[config.mk]
export PLATFORM = sky130hd
export DESIGN_NAME = wb_arb
export DESIGN_NICKNAME = d
export VERILOG_FILES = /design/src/rtl/wb_arb.sv
export SDC_FILE = /design/constraint.sdc
export NUM_CORES = 1
export LEC_CHECK = 0
export ABC_CLOCK_PERIOD_IN_PS = 6200
export CORE_MARGIN = 4
export CORE_UTILIZATION = 50
export CTS_CLUSTER_DIAMETER = 200
export CTS_CLUSTER_SIZE = 40
export DETAILED_ROUTE_END_ITERATION = 10
export HOLD_SLACK_MARGIN = 0.1
export PLACE_DENSITY = 0.7
export SLEW_MARGIN = 25
export SYNTH_ARGS = -nofsm -noshare
export SYNTH_HDL_FRONTEND = slang
export SYNTH_SLANG_ARGS = --single-unit
[constraint.sdc]
create_clock -name clk -period 6.2 [get_ports clk]
set_input_delay 0.62 -clock clk [delete_from_list [all_inputs] [get_ports clk]]
set_output_delay 0.62 -clock clk [all_outputs]
set_load 0.02 [all_outputs]
[src/rtl/wb_arb.sv]
// wb_arb: write-back arbiter merging EX results and FIFO-buffered LSU results into one regfile write port.
// Optional: define WB_BYPASS_EN to let an LSU result skip an empty FIFO when no EX write is selected.
module wb_arb #(
  parameter int FIFO_DEPTH   = 4,
  parameter int STARVE_LIMIT = 8,
  parameter int REG_DEPTH    = 32
) (
  input  logic        clk,
  input  logic        rst,
  input  logic [4:0]  ex_rd_addr_i,
  input  logic [31:0] ex_rd_data_i,
  input  logic        ex_rd_wr_en_i,
  output logic        wb_ex_stall_o,
  input  logic        lsu_valid_i,
  output logic        lsu_ready_o,
  input  logic [4:0]  lsu_rd_addr_i,
  input  logic [31:0] lsu_rd_data_i,
  input  logic        id_lsu_issue_i,
  input  logic [4:0]  id_lsu_rd_addr_i,
  input  logic [4:0]  id_rs1_addr_i,
  input  logic [4:0]  id_rs2_addr_i,
  output logic        wb_rs1_busy_o,
  output logic        wb_rs2_busy_o,
  output logic [4:0]  wb_rd_addr_o,
  output logic [31:0] wb_rd_data_o,
  output logic        wb_rd_wr_en_o
);
  localparam int PW = $clog2(FIFO_DEPTH);
  localparam int SW = $clog2(STARVE_LIMIT + 1);

  logic [4:0]           fifo_addr_q [FIFO_DEPTH];
  logic [31:0]          fifo_data_q [FIFO_DEPTH];
  logic [PW-1:0]        rd_ptr_q, rd_ptr_d, wr_ptr_q, wr_ptr_d;
  logic [PW:0]          count_q, count_d;
  logic [SW-1:0]        starve_q, starve_d;
  logic [REG_DEPTH-1:0] pending_q, pending_d;
  logic [4:0]           out_addr_q, out_addr_d;
  logic [31:0]          out_data_q, out_data_d;
  logic                 out_we_q, out_we_d;

  logic fifo_empty, fifo_full, lsu_acc, force_drain, ex_sel, pop, push, bypass;
  logic [4:0]  head_addr;
  logic [31:0] head_data;

  // LSU handshake: a result transfers on a cycle where lsu_valid_i && lsu_ready_o at
  // the rising edge; ready depends only on FIFO occupancy, never on valid.
  assign fifo_empty  = (count_q == '0);
  assign fifo_full   = (count_q == (PW+1)'(FIFO_DEPTH));
  assign lsu_ready_o = !rst && !fifo_full;
  assign lsu_acc     = lsu_valid_i && lsu_ready_o;

  assign force_drain   = !fifo_empty && (starve_q == SW'(STARVE_LIMIT));
  assign ex_sel        = !force_drain && ex_rd_wr_en_i && (ex_rd_addr_i != '0);
  assign pop           = force_drain || (!ex_sel && !fifo_empty);
  assign wb_ex_stall_o = !rst && force_drain && ex_rd_wr_en_i && (ex_rd_addr_i != '0);

`ifdef WB_BYPASS_EN
  assign bypass = fifo_empty && !ex_sel && lsu_acc && (lsu_rd_addr_i != '0);
`else
  assign bypass = 1'b0;
`endif
  assign push = lsu_acc && (lsu_rd_addr_i != '0) && !bypass;

  assign head_addr = fifo_addr_q[rd_ptr_q];
  assign head_data = fifo_data_q[rd_ptr_q];

  assign wb_rs1_busy_o = (id_rs1_addr_i != '0) && pending_q[id_rs1_addr_i];
  assign wb_rs2_busy_o = (id_rs2_addr_i != '0) && pending_q[id_rs2_addr_i];

  assign wb_rd_addr_o  = out_addr_q;
  assign wb_rd_data_o  = out_data_q;
  assign wb_rd_wr_en_o = out_we_q;

  always_comb begin
    rd_ptr_d   = rd_ptr_q;
    wr_ptr_d   = wr_ptr_q;
    starve_d   = starve_q;
    pending_d  = pending_q;
    out_addr_d = out_addr_q;
    out_data_d = out_data_q;
    out_we_d   = 1'b0;
    if (pop) begin
      out_addr_d           = head_addr;
      out_data_d           = head_data;
      out_we_d             = 1'b1;
      rd_ptr_d             = rd_ptr_q + PW'(1);
      pending_d[head_addr] = 1'b0;
    end else if (ex_sel) begin
      out_addr_d = ex_rd_addr_i;
      out_data_d = ex_rd_data_i;
      out_we_d   = 1'b1;
    end else if (bypass) begin
      out_addr_d               = lsu_rd_addr_i;
      out_data_d               = lsu_rd_data_i;
      out_we_d                 = 1'b1;
      pending_d[lsu_rd_addr_i] = 1'b0;
    end
    if (push) begin
      wr_ptr_d = wr_ptr_q + PW'(1);
    end
    count_d = count_q + (PW+1)'(push) - (PW+1)'(pop);
    if (pop || fifo_empty) begin
      starve_d = '0;
    end else if (ex_sel && (starve_q != SW'(STARVE_LIMIT))) begin
      starve_d = starve_q + SW'(1);
    end
    // A new issue to the same register outranks the retirement of an older result.
    if (id_lsu_issue_i && (id_lsu_rd_addr_i != '0)) begin
      pending_d[id_lsu_rd_addr_i] = 1'b1;
    end
  end

  always_ff @(posedge clk) begin
    if (rst) begin
      rd_ptr_q   <= '0;
      wr_ptr_q   <= '0;
      count_q    <= '0;
      starve_q   <= '0;
      pending_q  <= '0;
      out_addr_q <= '0;
      out_data_q <= '0;
      out_we_q   <= 1'b0;
    end else begin
      rd_ptr_q   <= rd_ptr_d;
      wr_ptr_q   <= wr_ptr_d;
      count_q    <= count_d;
      starve_q   <= starve_d;
      pending_q  <= pending_d;
      out_addr_q <= out_addr_d;
      out_data_q <= out_data_d;
      out_we_q   <= out_we_d;
    end
  end

  always_ff @(posedge clk) begin
    if (push) begin
      fifo_addr_q[wr_ptr_q] <= lsu_rd_addr_i;
      fifo_data_q[wr_ptr_q] <= lsu_rd_data_i;
    end
  end
endmodule

==> metrics.txt, run 1 <==
Worst path depth=6; f_max=0.279 GHz; Reg2Reg Depth=13; CTS H-tree depth=1; layout cells sized above 1=11.4%; dpl cell area=11400 um^2; nets=915; P_leak=3.61 nW; grt ovf=0; Post-Synth Simple-Gate Area=10.6%; vias in the first global route=6719; largest family of logic cells by synthesized area=multiplexers; die width=about 150 um; initial antenna violation count=0; setup violators final=0; max-slew violations=0; Seq pwr share=between 40% and 50%; top_reg_cell synth=edfxtp_1; Worst Hold Launch=starve_q[0]; mux share of post-synthesis cell area=13.4%; CP required=5580 ps; Overall Global Routing Usage=approximately a fifth; internal power=2.58 mW; slew of the pin with the lowest slew margin=1040 ps; worst-path cell chain=clkdlybuf4s50_1 > mux4_2 > mux2i_1 > nor2b_1 > o311a_1 > clkdlybuf4s50_1; worst hold path type=reg2reg; Wirelength per Cell=22.0 um; Sw Share=32.7%; final hold viol count=0; DR pass1 iterations=5; multi-input combinational cell area=3520 um^2; NetSw=1.25 mW; Routed WL=23.7 mm; run status=finished, final reports clean; crit path max-delay cell type=clkdlybuf4s50_1; commonest non-fill, non-tap cell in the layout=edfxtp_1; xor/xnor share of the synthesized area=0.355%; Synth Area per Inst=between 10 and 15 um^2; worst reg2reg endpoint=count_q[2]; PostCTS Resize Cnt=0; Most common cell on crit path=clkdlybuf4s50_1; hold-fix buffers at CTS=0; drc violations=0; Antenna Nets Post-Route=0; number of warnings issued by yosys=0; Post-Synthesis Cell Area=9860 um^2; Comb power frac=a little under a third; Post-CTS Setup Inserts=0; Boundary Pins=136; R2R Setup Slk=3160 ps; row count=51; FF+latch area=6090 um^2; n_diodes=0; adder-cell share of the synthesized area=under 10%; Fillers=around 1500; CTS clk-pin slew, worst paths=140 ps; Die Area=22000 um^2; Rel. slew slack=30.4%; synthesized flop and latch total=230; largest net degree at the start of global routing=82; RSZ-0062 raised after global routing=false; clk root buf=clkbuf_16; CP startpoint=id_rs1_addr_i[2]; via count=~6700; CTS tree=done; Synth cell types=49; DRT iter0 DRCs=around 570; worst skew pair latency=470 ps; syn nets=820; Async S/R FF share, synth=0%; Placeable Area=19400 um^2; Place WS=2570 ps; Seq/Total Area, Yosys=61.7%; DP Wirelength=15.8 mm; final setup TNS=0 ps; Clock Skew=19.8 ps; reg2reg start=starve_q[0]; Setup crit end kind=output pin; clock power share=18.7%; critical path class=in2out; Chip Height=148 um; area grow syn2layout=18.0%; Worst path max stage delay=between 700 and 800 ps; number of enable flip-flop cells after synthesis=around 150; most frequent cells in the layout=148 x edfxtp_1, 134 x clkdlybuf4s50_1, 80 x dfxtp_1; CP startpoint kind=input pin; cell count after synthesis=717; drt via density=6.20; complex-gate fraction of the synthesized area=9.82%; min Tclk post-route=3580 ps; PD cells=330 nW/um^2; crit path DAT=2960 ps; Starting Density=50.8%; first-pass GRT wire length=37.3 mm; max_cap viols=0; final setup margin=roughly 2600 ps; cts bufs inserted=9; Peak VDD IR=0.245 mV; maximum buffer depth of the clock tree=3; critical path peak fanout=7; CP top delay family=buffers and inverters; IO buf count=135; Tcrit/Tclk final=57.7%; CTS sink cnt=230; worst hold endpoint=starve_q[0]; routability cong.=slightly below 0.9; hold depth=1; post-route cell area=11600 um^2; crit path buf inv count=2
[flip-flops by register name, summed over array words and instances (netlist names), named ones only]
signal / cells
fifo_data_q: 128
rd_ptr_q: 2
count_q: 3
fifo_addr_q: 20
wb_rd_wr_en_o: 1
wb_rd_data_o: 32
wr_ptr_q: 2
starve_q: 4
wb_rd_addr_o: 5
pending_q: 31
[routing by layer]
| metal | wire length (um) | GRT usage (%) | part of all wire [%] | up-vias |
|---|---|---|---|---|
| met2 | 12000 | 36.2 | 51 | 297 |
| met3 | 1500 | 3.05 | 6.3 | 35 |
| met5 | 0 | 0 | 0 | - |
| li1 | - | - | - | 3014 |
| met1 | 9770 | 29.7 | 41 | 3345 |
| met4 | 452 | 4.02 | 1.9 | 0 |
[final cells by class]
class	count	share of cell area (%)
clock inverter	1	0.0968
clock buffer	12	2.03
inverter	10	0.323
tap	265	2.85
sequential	230	52.3
timing repair buffer	143	12.1
multi-input combinational	418	30.3
[synth_stat cells (all sizes together), types with 2 or more instances]
| cell type | count | area share, % |
|---|---|---|
| edfxtp | 148 | 45 |
| dfxtp | 82 | 17 |
| nor2 | 59 | 2.2 |
| nor3 | 53 | 2.7 |
| mux4 | 51 | 12 |
| a311oi | 48 | 4.3 |
| clkbuf | 44 | 1.7 |
| nand3 | 39 | 2.0 |
| o21ai | 38 | 2.0 |
| a21oi | 25 | 1.3 |
| a211oi | 24 | 1.8 |
| buf | 15 | 0.84 |
| mux2i | 14 | 1.4 |
| inv | 10 | 0.38 |
| ha | 8 | 1.0 |
| nand2 | 8 | 0.30 |
| nor2b | 7 | 0.44 |
| and2 | 5 | 0.32 |
| mux2 | 3 | 0.34 |
| nand2b | 3 | 0.19 |
| nor4 | 3 | 0.34 |
| or3 | 3 | 0.19 |
| xnor2 | 3 | 0.27 |
| and4b | 2 | 0.20 |
| nand3b | 2 | 0.15 |
| nand4 | 2 | 0.13 |
| nand4bb | 2 | 0.23 |
| nor4b | 2 | 0.48 |
| or4 | 2 | 0.19 |
[power by group through the flow]
stage	clock, mW	combinational (mW)	sequential (mW)
2_1_floorplan	0	0.687	1.99
3_3_place_gp	0	1.18	1.93
3_5_place_dp	0	1.21	1.94
4_1_cts	0.730	1.22	1.91
5_1_grt	0.780	1.31	1.93
6_report	0.719	1.21	1.91
[kinds of logic after synthesis]
| logic type | Yosys count |
|---|---|
| flip-flops | 230 |
| AND/OR/NAND/NOR | 197 |
| AO/OA/AOI/OAI | 140 |
| buffers and inverters | 69 |
| multiplexers | 68 |
| adder cells (fa/ha/maj) | 9 |
| XOR/XNOR | 4 |
[through the flow]
| step | instances | power (mW) | utilization (%) | hold WS (ps) |
|---|---|---|---|---|
| after global routing | 1079 | 4.02 | 60.0 | 535 |
| after floorplan | 717 | 2.68 | - | 430 |
| after detailed placement | 1066 | 3.15 | 58.7 | 455 |
| after global placement | 1066 | 3.11 | 58.6 | 440 |
| final | 1079 | 3.84 | 60.0 | 488 |
| after CTS | 1079 | 3.85 | 59.9 | 488 |
[how the worst max path moves through the flow]
stage	slack, ps	endpoint
3_5_place_dp	2570	count_q[2]
5_1_grt	2510	wb_rs1_busy_o
4_1_cts	2580	wb_ex_stall_o
3_3_place_gp	2630	wb_rs1_busy_o
6_report	2620	wb_rs1_busy_o
2_1_floorplan	3240	count_q[2]
No activity file was read; power rests on OpenSTA's default activity.
==> run 2, diff against run 1 <==
--- a/config.mk
+++ b/config.mk
@@ -5,7 +5,7 @@
 export SDC_FILE = /design/constraint.sdc
 export NUM_CORES = 1
 export LEC_CHECK = 0
-export ABC_CLOCK_PERIOD_IN_PS = 6200
+export ABC_CLOCK_PERIOD_IN_PS = 3400
 export CORE_MARGIN = 4
 export CORE_UTILIZATION = 50
 export CTS_CLUSTER_DIAMETER = 200
==> constraint.sdc (replaced) <==
create_clock -name clk -period 3.4 [get_ports clk]
set_input_delay 0.34 -clock clk [delete_from_list [all_inputs] [get_ports clk]]
set_output_delay 0.34 -clock clk [all_outputs]
set_load 0.02 [all_outputs]
==> run 2 against run 1 <==
  * Routed wire length is essentially flat
  * Final cell count grew 0.65%
  * Clock power grew 81%
  * Count of clock-buffer cells in the layout is the same
  * Final area grew 0.30%
  * Global-route usage shrank 0.057 points
  * Combinational power grew 87%
  * Die area is the same
  * Setup slack lost 2300 ps
  * Critical endpoint unchanged
  * Flip-flop and latch count is the same
==> metrics.txt, run 2 (synthesis results as in run 1) <==
CTS sink cnt=between 200 and 250; routability cong.=0.875; RSZ-0062 raised after global routing=false; Reg2Reg Depth=11; Most common cell on crit path=clkdlybuf4s50_1; Wirelength per Cell=21.8 um; IO buf count=135; DP Wirelength=15.7 mm; Overall Global Routing Usage=21.2%; critical path peak fanout=7; reg2reg start=count_q[1]; register with the most flip-flops=fifo_data_q; wire length on met2=11.8 mm; cts bufs inserted=9; PostCTS Resize Cnt=0; first-pass GRT wire length=37.1 mm; Die Area=22000 um^2; Worst path max stage delay=about 710 ps; Fillers=1538; Setup crit end=wb_rs1_busy_o; nets=922; area grow syn2layout=18.4%; clk root buf=clkbuf_16; worst-path cell chain=clkdlybuf4s50_1 > mux4_2 > mux2i_1 > nor2b_1 > o311a_1 > clkdlybuf4s50_1; maximum buffer depth of the clock tree=3; Chip Height=about 150 um; largest net degree at the start of global routing=80; Placeable Area=19400 um^2; run status=finished, final reports clean; layout cells sized above 1=between 10% and 20%; vias in the first global route=6796; met3 wire length=1.38 mm; crit path DAT=about 2700 ps; max-slew violations=0; grt ovf=0; Setup crit end kind=output pin; worst skew pair latency=480 ps; Post-CTS Setup Inserts=0; final hold viol count=0; Starting Density=50.8%; die width=148 um; FF+latch area=6090 um^2; commonest non-fill, non-tap cell in the layout=edfxtp_1; critical path class=in2out; Peak VDD IR=0.384 mV; multi-input combinational cell area=about 3500 um^2; Routed WL=~24 mm; highest routed layer=met5; worst hold path type=in2reg; PD cells=598 nW/um^2; R2R Setup Slk=between 700 and 800 ps; CP required=3060 ps; CP startpoint kind=input pin; CTS tree=done; Final Core Density=60.2%; n_diodes=0; max reg flops=128; min Tclk post-route=roughly 3100 ps; P_leak=between 3 and 4 nW; worst hold slack=319 ps; drt via density=6.16; most frequent cells in the layout=148 x edfxtp_1, 134 x clkdlybuf4s50_1, 80 x dfxtp_1; Power Total=6.98 mW; DRT iter0 DRCs=564; setup violators final=0; Rel. slew slack=32.5%; Tcrit/Tclk final=approximately 90%; CTS H-tree depth=1; f_max=0.327 GHz; Boundary Pins=136; final setup TNS=0 ps; max_cap viols=0; Clock Skew=between 20 and 30 ps; DR pass1 iterations=5; hold-fix buffers at CTS=0; row count=51; met1 wire length=10.1 mm; drc violations=0; initial antenna violation count=1; worst reg2reg endpoint=count_q[2]; crit path max-delay cell type=clkdlybuf4s50_1; slew of the pin with the lowest slew margin=1010 ps; CP startpoint=id_rs1_addr_i[2]; via count=6692; CTS clk-pin slew, worst paths=140 ps; Antenna Nets Post-Route=0
## run 2: cell count changes in the layout (fill, tap and decap cells not counted)
cell / change
nor3_2: +1
nor3_4: -1
buf_4: +7
and2_4: -4
and2_2: +4
nor4bb_1: +1
nor4bb_2: -1
## run 2: stage by stage
step / cells / area [um^2] / worst slack, ps
after floorplan: 717 / 9860 / 720
after global placement: 1073 / 11400 / 382
after detailed placement: 1073 / 11400 / 318
after CTS: 1086 / 11700 / 322
after global routing: 1086 / 11700 / 237
final: 1086 / 11700 / 340
## run 2: routing by layer
| metal | up-vias | track usage (%) |
|---|---|---|
| li1 | 3025 | - |
| met1 | 3389 | 29.4 |
| met2 | 250 | 36.7 |
| met3 | 26 | 2.53 |
| met4 | 2 | 4.02 |
| met5 | - | 0 |
## run 2: layout make-up
class,count,share of cell area (%)
clock buffer,12,2.03
timing repair buffer,150,12.5
sequential,230,52.2
tap,265,2.84
inverter,10,0.322
multi-input combinational,418,30.0
clock inverter,1,0.0965
## run 2: critical path: cells and delay by family
kind | cells | cell delay [ps]
compound gates | 1 | 330
mux | 2 | 730
simple gates | 1 | 70
buf+inv | 2 | 1250
## run 2: how the worst min path moves through the flow
stage / depth (start not counted) / to / start / slack (ps)
finish: 4 / wr_ptr_q[0] / rst / 320
global route: 4 / wr_ptr_q[0] / rst / 310
CTS: 4 / wr_ptr_q[0] / rst / 300
detailed placement: 1 / starve_q[0] / starve_q[0] / 460
global placement: 1 / starve_q[0] / starve_q[0] / 440
floorplan: 1 / starve_q[0] / starve_q[0] / 430
## run 2: where the power goes
part	leakage, nW	switching [mW]	total [mW]	internal (mW)
sequential	2.02	0.163	3.42	3.25
combinational	1.51	1.31	2.26	0.952
clock	0.121	0.799	1.30	0.505
==> RTL edit, RTL diff (flow settings as in run 2) <==
Make the reset (`rst`) asynchronous in one clocked block.
--- a/src/rtl/wb_arb.sv
+++ b/src/rtl/wb_arb.sv
@@ -112,3 +112,3 @@
 
-  always_ff @(posedge clk) begin
+  always_ff @(posedge clk or posedge rst) begin
     if (rst) begin
Function: differs if rst is asserted again (counterexample within 4 cycles, from zero or initial values and one cycle with rst high); with rst held inactive, the same outputs for 4 cycles.
==> RTL edit against run 2 <==
First-iteration DRC count increased by 5.1%. Worst hold slack improved by 22 ps. Count of clock-buffer cells in the layout unchanged. Area after synthesis increased by 0.96%. Power increased by 27%. Sequential cell count decreased by 1. Highest routed layer unchanged. Setup slack got worse by 150 ps. Non-clock buffer count increased by 4. Synthesized cell count decreased by 3.5%. Cell area increased by 2.2%. Wire length decreased by 0.13%.
==> RTL edit: results (changes against run 2) <==
set qor(worst_ep_arrival_ps) 2870 ;# was 2720 ps
set qor(synth.net_count) 795 ;# was 820
set qor(fillers) 1527 ;# was 1538
set qor(cellLeakagePower_nw) 4.16 ;# was 3.64 nW
set qor(avg_cell_area_syn_sq_um) 14.4 ;# was 13.7 sq um
set qor(count_of_cells_along_the_worst_register_to_register_path) 10 ;# was 11
set qor(largest_net_degree_at_the_start_of_global_routing) 65 ;# was 80
set qor(detail_route.vias_per_cell) 6.02 ;# was 6.16
set qor(dp.final_hpwl_mm) 16.2 ;# was 15.7 mm
set qor(status) {completed} ;# unchanged
set qor(routed_wire_length_per_instance_um) 22.0 ;# was 21.8 um
set qor(global_router_s_overall_resource_usage) 0.215 ;# was 0.212
set qor(capturing_point_of_the_worst_reg2reg_path) {count_q[2]} ;# unchanged
set qor(design.final.nets) 913 ;# was 922
set qor(commonest_cells_in_the_synthesized_netlist) {edfxtp_1 (148), dfrtp_1 (81), nor2_1 (79)} ;# was edfxtp_1 (148), dfxtp_1 (82), nor2_1 (59)
set qor(grt_pass1_vias) 6895 ;# was 6796
set qor(synthTopCellsByArea) {edfxtp_1 (45%), dfrtp_1 (20%), mux4_2 (11%)} ;# was edfxtp_1 (45%), dfxtp_1 (17%), mux4_2 (12%)
set qor(worst_ir_drop_vdd_mv) 0.533 ;# was 0.384 mV
set qor(hold_ws_ps) 340 ;# was 319 ps
set qor(initialDrtViolationCount) 593 ;# was 564
set qor(cp-startpoint) {id_rs1_addr_i[0]} ;# was id_rs1_addr_i[2]
set qor(slew_margin_rel) 0.559 ;# was 0.325
set qor(gp_routability_congestion) 0.961 ;# was 0.875
set qor(ys_seq_area_frac) 0.650 ;# was 0.617
set qor(finClkSkew_ps) 20.2 ;# was 25.6 ps
set qor(dp.cells) 1064 ;# was 1073
set qor(asyncSetResetFlopFracSynth) 0.354 ;# was 0
set qor(drive_above_1_share) 0.117 ;# was 0.121
set qor(critical_path.reg2reg.startpoint) {count_q[0]} ;# was count_q[1]
set qor(crit_path_max_fanout) 7 ;# unchanged
==> RTL edit: per-layer routing <==
metal,vias up,part of all wire,global-route usage
met5,-,0.00055,0
met4,2,0.015,0.0439
met3,27,0.064,0.0349
met2,228,0.50,0.365
met1,3302,0.42,0.298
li1,2920,-,-
==> RTL edit: kinds of logic after synthesis <==
logic type | after synthesis | share of synthesized area
AO/OA/AOI/OAI | 132 | 0.0860
XOR/XNOR | 7 | 0.00616
adder cells (fa/ha/maj) | 9 | 0.0121
buffers and inverters | 60 | 0.0249
flip-flops | 229 | 0.650
multiplexers | 63 | 0.127
AND/OR/NAND/NOR | 192 | 0.0940
==> RTL edit: report_power, final <==
group          internal [mW]  switching (mW)
clock network          0.506           0.795
logic                   1.64            1.78
registers               3.63           0.503
==> RTL edit: final cells by class <==
type	instances	area [sq um]	share of cell area
Sequential cell	229	6470	0.543
Multi-Input combinational cell	403	3270	0.274
Timing Repair Buffer	154	1540	0.129
Tap cell	265	332	0.0278
Clock buffer	12	236	0.0198
Inverter	13	50.0	0.00420
Clock inverter	1	16.3	0.00136
==> RTL edit: how the worst max path moves through the flow <==
stage	to	slack, ps
6_report	wb_rs1_busy_o	190
5_1_grt	wb_rs1_busy_o	50
4_1_cts	wb_rs1_busy_o	170
3_5_place_dp	wb_rs1_busy_o	170
3_3_place_gp	wb_rs1_busy_o	220
2_1_floorplan	fifo_addr_q[0][0]	860
==> RTL edit: stage by stage <==
step,util,setup WS (ps)
CTS,0.611,170
global route,0.611,53.6
global placement,0.598,220
floorplan,-,864
detailed placement,0.598,167
finish,0.611,191
